==> src/rtl/mayur_wallace_mac.sv <==
// mayur_wallace_mac: saturating multiply-accumulate stage built around a
// 3x3 Wallace-tree multiplier. Operand pairs arrive over a valid/ready
// handshake. Each 6-bit product is registered and then added into an
// ACC_W-bit saturating accumulator. After N_TERMS products, the frame sum is
// held on an output handshake.
//
// Ports:
//   clk        single clock, rising edge
//   rst        asynchronous active-high reset
//   clear      synchronous frame abort; has priority over every other event
//   in_valid   operand pair valid
//   in_ready   stage can accept an operand pair
//   A, B       3-bit unsigned operands
//   out_valid  frame result valid
//   out_ready  downstream accepts the result
//   acc_out    frame sum (unsigned, saturating)
//   overflow   frame saturated; meaningful while out_valid=1
module mayur_wallace_mac #(
  parameter int unsigned ACC_W   = 12,
  parameter int unsigned N_TERMS = 8
) (
  input  logic             clk,
  input  logic             rst,
  input  logic             clear,
  input  logic             in_valid,
  output logic             in_ready,
  input  logic [2:0]       A,
  input  logic [2:0]       B,
  output logic             out_valid,
  input  logic             out_ready,
  output logic [ACC_W-1:0] acc_out,
  output logic             overflow
);

  localparam logic [0:0] ST_ACCUM = 1'b0;
  localparam logic [0:0] ST_DONE  = 1'b1;

  localparam logic [7:0]       N_CNT   = 8'(N_TERMS);
  localparam logic [7:0]       N_LAST  = 8'(N_TERMS - 1);
  localparam logic [ACC_W-1:0] ACC_MAX = '1;

  // Wallace-tree 3x3 multiplier. p_ij = A[i] & B[j], weight i+j.
  logic p00, p01, p02, p10, p11, p12, p20, p21, p22;
  logic s1, c1, s2, c2, s3, c3;
  logic r2, k2, r3, k3, r4, r5;
  logic [5:0] prod;

  assign p00 = A[0] & B[0];
  assign p01 = A[0] & B[1];
  assign p02 = A[0] & B[2];
  assign p10 = A[1] & B[0];
  assign p11 = A[1] & B[1];
  assign p12 = A[1] & B[2];
  assign p20 = A[2] & B[0];
  assign p21 = A[2] & B[1];
  assign p22 = A[2] & B[2];

  // Reduction layer: HA on weight 1, FA on weight 2, HA on weight 3.
  assign s1 = p01 ^ p10;
  assign c1 = p01 & p10;
  assign s2 = p02 ^ p11 ^ p20;
  assign c2 = (p02 & p11) | (p20 & (p02 ^ p11));
  assign s3 = p12 ^ p21;
  assign c3 = p12 & p21;

  // Final carry-propagate adder over the two remaining rows.
  assign r2 = s2 ^ c1;
  assign k2 = s2 & c1;
  assign r3 = s3 ^ c2 ^ k2;
  assign k3 = (s3 & c2) | (k2 & (s3 ^ c2));
  assign r4 = p22 ^ c3 ^ k3;
  assign r5 = (p22 & c3) | (k3 & (p22 ^ c3));

  assign prod = {r5, r4, r3, r2, s1, p00};

  // Accumulator state.
  logic [0:0]       state_q, state_d;
  logic             init_q;
  logic [5:0]       prod_q, prod_d;
  logic             p_valid_q, p_valid_d;
  logic [7:0]       issue_cnt_q, issue_cnt_d;
  logic [7:0]       term_cnt_q, term_cnt_d;
  logic [ACC_W-1:0] acc_q, acc_d;
  logic             ovf_q, ovf_d;
  logic             accept;
  logic [ACC_W:0]   sum;

  // init_q keeps in_ready low until the first edge after reset release.
  assign in_ready  = init_q && (state_q == ST_ACCUM) && (issue_cnt_q != N_CNT);
  assign accept    = in_valid && in_ready;
  assign out_valid = (state_q == ST_DONE);
  assign acc_out   = acc_q;
  assign overflow  = ovf_q;

  assign sum = {1'b0, acc_q} + {{(ACC_W - 5){1'b0}}, prod_q};

  always_comb begin
    state_d     = state_q;
    prod_d      = prod_q;
    p_valid_d   = 1'b0;
    issue_cnt_d = issue_cnt_q;
    term_cnt_d  = term_cnt_q;
    acc_d       = acc_q;
    ovf_d       = ovf_q;
    if (clear) begin
      state_d     = ST_ACCUM;
      issue_cnt_d = '0;
      term_cnt_d  = '0;
      acc_d       = '0;
      ovf_d       = 1'b0;
    end else if (state_q == ST_DONE) begin
      if (out_ready) begin
        state_d     = ST_ACCUM;
        issue_cnt_d = '0;
        term_cnt_d  = '0;
        acc_d       = '0;
        ovf_d       = 1'b0;
      end
    end else begin
      // Product only captured on accept so unaccepted operands never leak in.
      if (accept) begin
        prod_d      = prod;
        p_valid_d   = 1'b1;
        issue_cnt_d = issue_cnt_q + 8'd1;
      end
      if (p_valid_q) begin
        if (sum[ACC_W]) begin
          acc_d = ACC_MAX;
          ovf_d = 1'b1;
        end else begin
          acc_d = sum[ACC_W-1:0];
        end
        term_cnt_d = term_cnt_q + 8'd1;
        if (term_cnt_q == N_LAST) begin
          state_d = ST_DONE;
        end
      end
    end
  end

  always_ff @(posedge clk or posedge rst) begin
    if (rst) begin
      state_q     <= ST_ACCUM;
      init_q      <= 1'b0;
      prod_q      <= '0;
      p_valid_q   <= 1'b0;
      issue_cnt_q <= '0;
      term_cnt_q  <= '0;
      acc_q       <= '0;
      ovf_q       <= 1'b0;
    end else begin
      state_q     <= state_d;
      init_q      <= 1'b1;
      prod_q      <= prod_d;
      p_valid_q   <= p_valid_d;
      issue_cnt_q <= issue_cnt_d;
      term_cnt_q  <= term_cnt_d;
      acc_q       <= acc_d;
      ovf_q       <= ovf_d;
    end
  end

endmodule

==> config.mk <==
export PLATFORM = sky130hd
export DESIGN_NAME = mayur_wallace_mac
export DESIGN_NICKNAME = d
export VERILOG_FILES = /design/src/rtl/mayur_wallace_mac.sv
export SDC_FILE = /design/constraint.sdc
export NUM_CORES = 1
export LEC_CHECK = 0
export ABC_AREA = 1
export CAP_MARGIN = 20
export CELL_PAD_IN_SITES_DETAIL_PLACEMENT = 1
export CELL_PAD_IN_SITES_GLOBAL_PLACEMENT = 2
export CORE_UTILIZATION = 35
export DETAILED_ROUTE_END_ITERATION = 16
export PLACE_DENSITY_LB_ADDON = 0.1
export SLEW_MARGIN = 20
export SYNTH_ARGS = -nofsm -noshare
export SYNTH_HDL_FRONTEND = slang
export SYNTH_SLANG_ARGS = --single-unit
==> constraint.sdc <==
create_clock -name clk -period 3.8 [get_ports clk]
set_clock_uncertainty 0.2 [all_clocks]
set_input_delay 0.38 -clock clk [delete_from_list [all_inputs] [get_ports clk]]
set_output_delay 0.38 -clock clk [all_outputs]
set_load 0.005 [all_outputs]
**Yosys cells after proc, flatten, opt, wreduce, memory -nomap -nowiden**

Cells that the tools add are included.

- Bits in registers: 38
- Bits of input ports: 11
- Output and inout port bits: 15
- Logic and storage cells: 81

- $add $sub $neg: 3
- Eq/ne operators: 3
- Mux-type cells: 25
- Bitwise gates (word level): 32
- Reductions and logical operators: 10

Operators by type and width:

| kind | number |
|---|---|
| two-way mux 12 bit | 5 |
| two-way mux 8 bit | 7 |
| bitwise AND 1 bit | 18 |
| adder 8 x 1 -> 8 bit, second input constant | 2 |
| adder 12 x 6 -> 13 bit | 1 |
| two-way mux 1 bit | 13 |
| nonzero test 3 bit | 3 |
| XOR 1 bit | 9 |
| == test 8 x 3 -> 1 bit, second input constant | 1 |
| != test 8 x 4 -> 1 bit, second input constant | 1 |
| AND reduction 3 bit | 2 |
| AND reduction 2 bit | 2 |
| logical AND 1 bit | 3 |
| != test 3 bit, second input constant | 1 |
| OR 1 bit | 3 |
| inverter 1 bit | 2 |

**Longest topological paths before layout**

- Depth in word-level cells: 9
- Gate-level depth with buffers: 11
- Mapped depth without buffers: 11

**Worst setup path after synthesis**

OpenSTA, ideal clock, no wires.

- Kind: in2reg
- Start: input port A[0]
- End: register prod_q[4]
- Setup time: 0.076 ns
- Data arrival time: 2.119 ns
- Data required time: 3.524 ns
- Slack: 1.405 ns
- Stages on the path: 8
- Buffers on the path: 0
- Path through: nand2_1 fa_1 inv_1 ha_1 fa_1 inv_1 fa_1 o21ai_1

- Cells in the longest elaborated chain, start to end: 8
- Elaborated cells on any way between the ends: 14
- Classes of those cells: bitwise (14)

RTL lines:

| item | RTL line | RTL |
|---|---|---|
| from (decl) | 27 | `input logic [2:0] A,` |
| bitwise AND 1 bit | 50 | `assign p02 = A[0] & B[2];` |
| XOR 1 bit | 61, 62 |  |
| bitwise AND 1 bit | 62 | `assign c2 = (p02 & p11) \| (p20 & (p02 ^ p11));` |
| OR 1 bit | 62 |  |
| XOR 1 bit | 70 | `assign k3 = (s3 & c2) \| (k2 & (s3 ^ c2));` |
| bitwise AND 1 bit | 70 |  |
| OR 1 bit * | 70 |  |
| XOR 1 bit * | 71 | `assign r4 = p22 ^ c3 ^ k3;` |
| to (signal assigned) | 154 | `prod_q <= prod_d;` |
| to (decl) | 79 | `logic [5:0] prod_q, prod_d;` |

Mark *: on every way between the ends. The rest lies on a longest branch, timed or not.
A chain may end at the register's enable or synchronous reset.

**Worst setup path after layout**

- Start: input port B[2]
- End: register prod_q[4]

- Cells in the longest elaborated chain, start to end: 8
- Elaborated cells on any way between the ends: 17
- Classes of those cells: bitwise (17)

RTL lines:

| item | RTL line | RTL |
|---|---|---|
| from (decl) | 28 | `input logic [2:0] B,` |
| bitwise AND 1 bit | 50 |  |
| XOR 1 bit | 61, 62 |  |
| bitwise AND 1 bit | 62 |  |
| OR 1 bit | 62 |  |
| XOR 1 bit | 70 |  |
| bitwise AND 1 bit | 70 |  |
| OR 1 bit | 70 |  |
| XOR 1 bit * | 71 |  |

Marked as above.

==> run_results.csv <==
group,metric,value,unit
clock_network,ctsHoldBuffers,0,
route,num_vias,2285,
sta,rsz0062_at_grt,"false",
synthesis,yosys.area.top_type_share,38.1,%
worst_setup_path,critPathCapture,"prod_q[4]",
worst_setup_path,worstPathRequired,3.81,ns
finish,final_cells,475,
route,drt-total-wl,6.37,mm
route,dr.first_iter.drc_count,51,
power_and_ir_drop,seqPwrFrac,43.8,%
worst_setup_path,path_class,"in -> reg",
run_status,status,"completed",
clock_network,tritoncts,"yes",
sta,fin_hold_ws,0.287,ns
synthesis,synthAdderAreaFrac,9.23,%
synthesis,synth_cells,347,
finish,layout.nets,405,
worst_setup_path,reg2regPathDepth,10,
floorplanning,row_count,30,
worst_setup_path,cp-startpoint,"B[2]",
floorplanning,die_area,7470,um^2
clock_network,cts-root-buf,"clkbuf_8",
sta,setup_viol_count_final,0,
worst_setup_path,start_kind,"primary input",
finish,final-seq-area,951,um^2
synthesis,yosysUniqueCellTypes,33,
sta,hold_violations,0,
synthesis,synth.avg_cell_area,7.19,um^2
power_and_ir_drop,total_switching_power,258,uW
finish,multi_input_area,1320,um^2
synthesis,synth_top_family_by_area,"simple AND/OR/NAND/NOR gates",
sta,fin_tns_setup,0,ns
worst_setup_path,critPathTopFamily,"adder cells",
clock_network,clockBufferDepth,2,
sta,post-route-min-period,2.71,ns
synthesis,synth_edf_count,0,
power_and_ir_drop,p_sw_share,25.9,%
placed_design,dp.cells,467,
clock_network,post_cts_buffers,0,
synthesis,synthXorXnorAreaFrac,1.76,%
finish,drive_above_1_share,6.07,%
clock_network,clkLatencyLatePin,0.30,ns
worst_setup_path,r2r-end,"acc_out[0]",
placed_design,port_buffers,25,
floorplanning,initial_core_util,36.5,%
worst_setup_path,slowest_stage,"fa_1",
global_route,grt_pass1_wl,11.2,mm
clock_network,clkTransAtPathRegs,0.08,ns
finish,final_common_cell,"nand2_1",
power_and_ir_drop,power_frac_comb,13.0,%
placed_design,hpwl,4.90,mm
clock_network,cts_buffers,5,
worst_setup_path,r2r_slack,1.35,ns
worst_setup_path,critPathBufInv,3,
finish,final_cell_mix,"114 x nand2_1, 51 x inv_1, 38 x dfrtp_1",
worst_setup_path,r2r_start,"acc_out[0]",
sta,relSlewSlack,39.9,%
clock_network,cts_resized,0,
synthesis,synth_compound_area_share,8.53,%
worst_setup_path,critPathMaxFanout,3,
worst_setup_path,crit_path_end_kind,"register",
floorplanning,coreArea,6830,um^2
worst_setup_path,path_common_cell,"fa_1",
global_route,grtUsageTotal,19.5,%
synthesis,synthSimpleGateAreaFrac,33.1,%
worst_setup_path,slowest_delay,0.54,ns
power_and_ir_drop,p_per_area,331,nW/um^2
sta,tightest_slew,0.901,ns
synthesis,synth.area.mux_share,0,%
synthesis,ys_top_cells_by_area,"dfrtp_1 38%, nand2_1 17%, inv_1 7.7%",
power_and_ir_drop,ir_worst_vdd,198,uV
synthesis,syn_area,2490,um^2
finish,syn_to_final_growth,20.3,%
sta,final.setup.worst_slack,1.09,ns
global_route,grt_max_degree,22,
global_route,antenna_found_initial,0,
clock_network,cts_num_sinks,38,
sta,max_freq,369,MHz
clock_network,htree_levels,2,
run,maxCapViolCount,0,
synthesis,seq_area_frac_synth,38.1,%
finish,n_fill_cell,888,
placed_design,pre_cts_ws,0.770,ns
route,post_drt_wl_per_cell,13.4,um
synthesis,synth_ff_type,"dfrtp_1",
route,via_per_inst,4.81,
hold_path,worstHoldPathType,"reg -> reg",
power_and_ir_drop,p_clk_share,43.2,%
worst_setup_path,arrival,2.72,ns
power_and_ir_drop,p_leak,0.00156,uW
placed_design,place_congestion,0.794,
power_and_ir_drop,p_int,736,uW
route,drc_errors,0,
route,ant_nets,0,
floorplanning,die_y,86.4,um
global_route,grt_overflow,0,
sta,fin_crit_sh,71.3,%
synthesis,ys_warn_count,0,
sta,slew_violations,0,
finish,antennaDiodeCount,0,
floorplanning,io_pins,26,
floorplanning,chipWidth,86.4,um
route,first_pass_iters,4,
synthesis,synth-seq-cells,38,
synthesis,synthArstFlopShare,100,%
global_route,grt_pass1_vias,2356,
worst_setup_path,path_depth,9,
synthesis,synth_top_area_cell,"dfrtp_1",
worst_setup_path,crit_path_cell_trace,"clkdlybuf4s50_1 -> nand2_1 -> fa_1 -> inv_1 -> ha_1 -> fa_1 -> inv_1 -> fa_1 -> o21ai_1",
finish,post-route-util,43.9,%
synthesis,synth_nets,374,
-- layer usage --
metal | share of wire, % | up-vias | GRT usage, %
met5 | 0 | - | 0
met4 | 1.1 | 0 | 5.45
met3 | 2.6 | 4 | 3.14
met2 | 46 | 27 | 31.9
met1 | 51 | 1092 | 26.7
li1 | - | 1162 | -
-- sequential cells by signal (all words and copies together), names as in the netlist --
signal	cells
prod_q	6
init_q	1
out_valid	1
issue_cnt_q	8
p_valid_q	1
overflow	1
term_cnt_q	8
acc_out	12
-- worst register-to-register path, stage by stage (launching register included) --
cell and delay (ns):
dfrtp_1 0.41, ha_1 0.27, fa_1 0.45, nand2_1 0.13
nand3_1 0.09, nand3_1 0.09, nand2_1 0.13, nand2_2 0.18
inv_1 0.14, o21ai_0 0.18, nand2_1 0.08
-- Yosys cell counts (all sizes together), types with 3 or more instances --
master and n:
nand2 118, ha 12, a21oi 7, dfrtp 38
inv 56, o21ai 20, nand4 7, fa 4
xor2 3, nor2 22, nor3 6, nand3 37
-- final cells by class --
cell class / instances / share of cell area (%)
multi-input cells: 250 / 43.9
inverters: 56 / 7.01
flip-flops and latches: 38 / 31.7
repair buffers: 27 / 8.84
well taps: 96 / 4.00
clock inverters: 3 / 2.29
clock buffers: 5 / 2.29
-- kinds of logic (layout without fill, tap and decap cells) --
kind of cell / count (synthesis) / in the layout
simple gates: 193 / 193
buf+inv: 59 / 91
flops: 38 / 38
compound gates: 35 / 35
fa+ha+maj: 16 / 16
xor+xnor: 5 / 5
other cells: 1 / 1
-- how the worst min path moves through the flow --
stage | startpoint | endpoint | cells after the start
detailed placement | prod_q[3] | prod_q[3] | 2
global route | prod_q[3] | prod_q[3] | 2
CTS | prod_q[3] | prod_q[3] | 2
global placement | prod_q[3] | prod_q[3] | 2
floorplan | prod_q[2] | prod_q[2] | 2
finish | prod_q[3] | prod_q[3] | 2
-- stage by stage --
step	total power [uW]	area, um^2
floorplan	525	2490
global placement	572	2860
detailed placement	574	2860
CTS	1010	3000
global route	1040	3000
finish	994	3000
-- power by group through the flow --
stage          clock, uW  sequential, uW  combinational [uW]
2_1_floorplan          0             439                85.6
3_3_place_gp           0             443                 129
3_5_place_dp           0             443                 131
4_1_cts              442             435                 133
5_1_grt              452             437                 150
6_report             430             435                 129
Note: power is estimated with default switching activity, not from simulation.
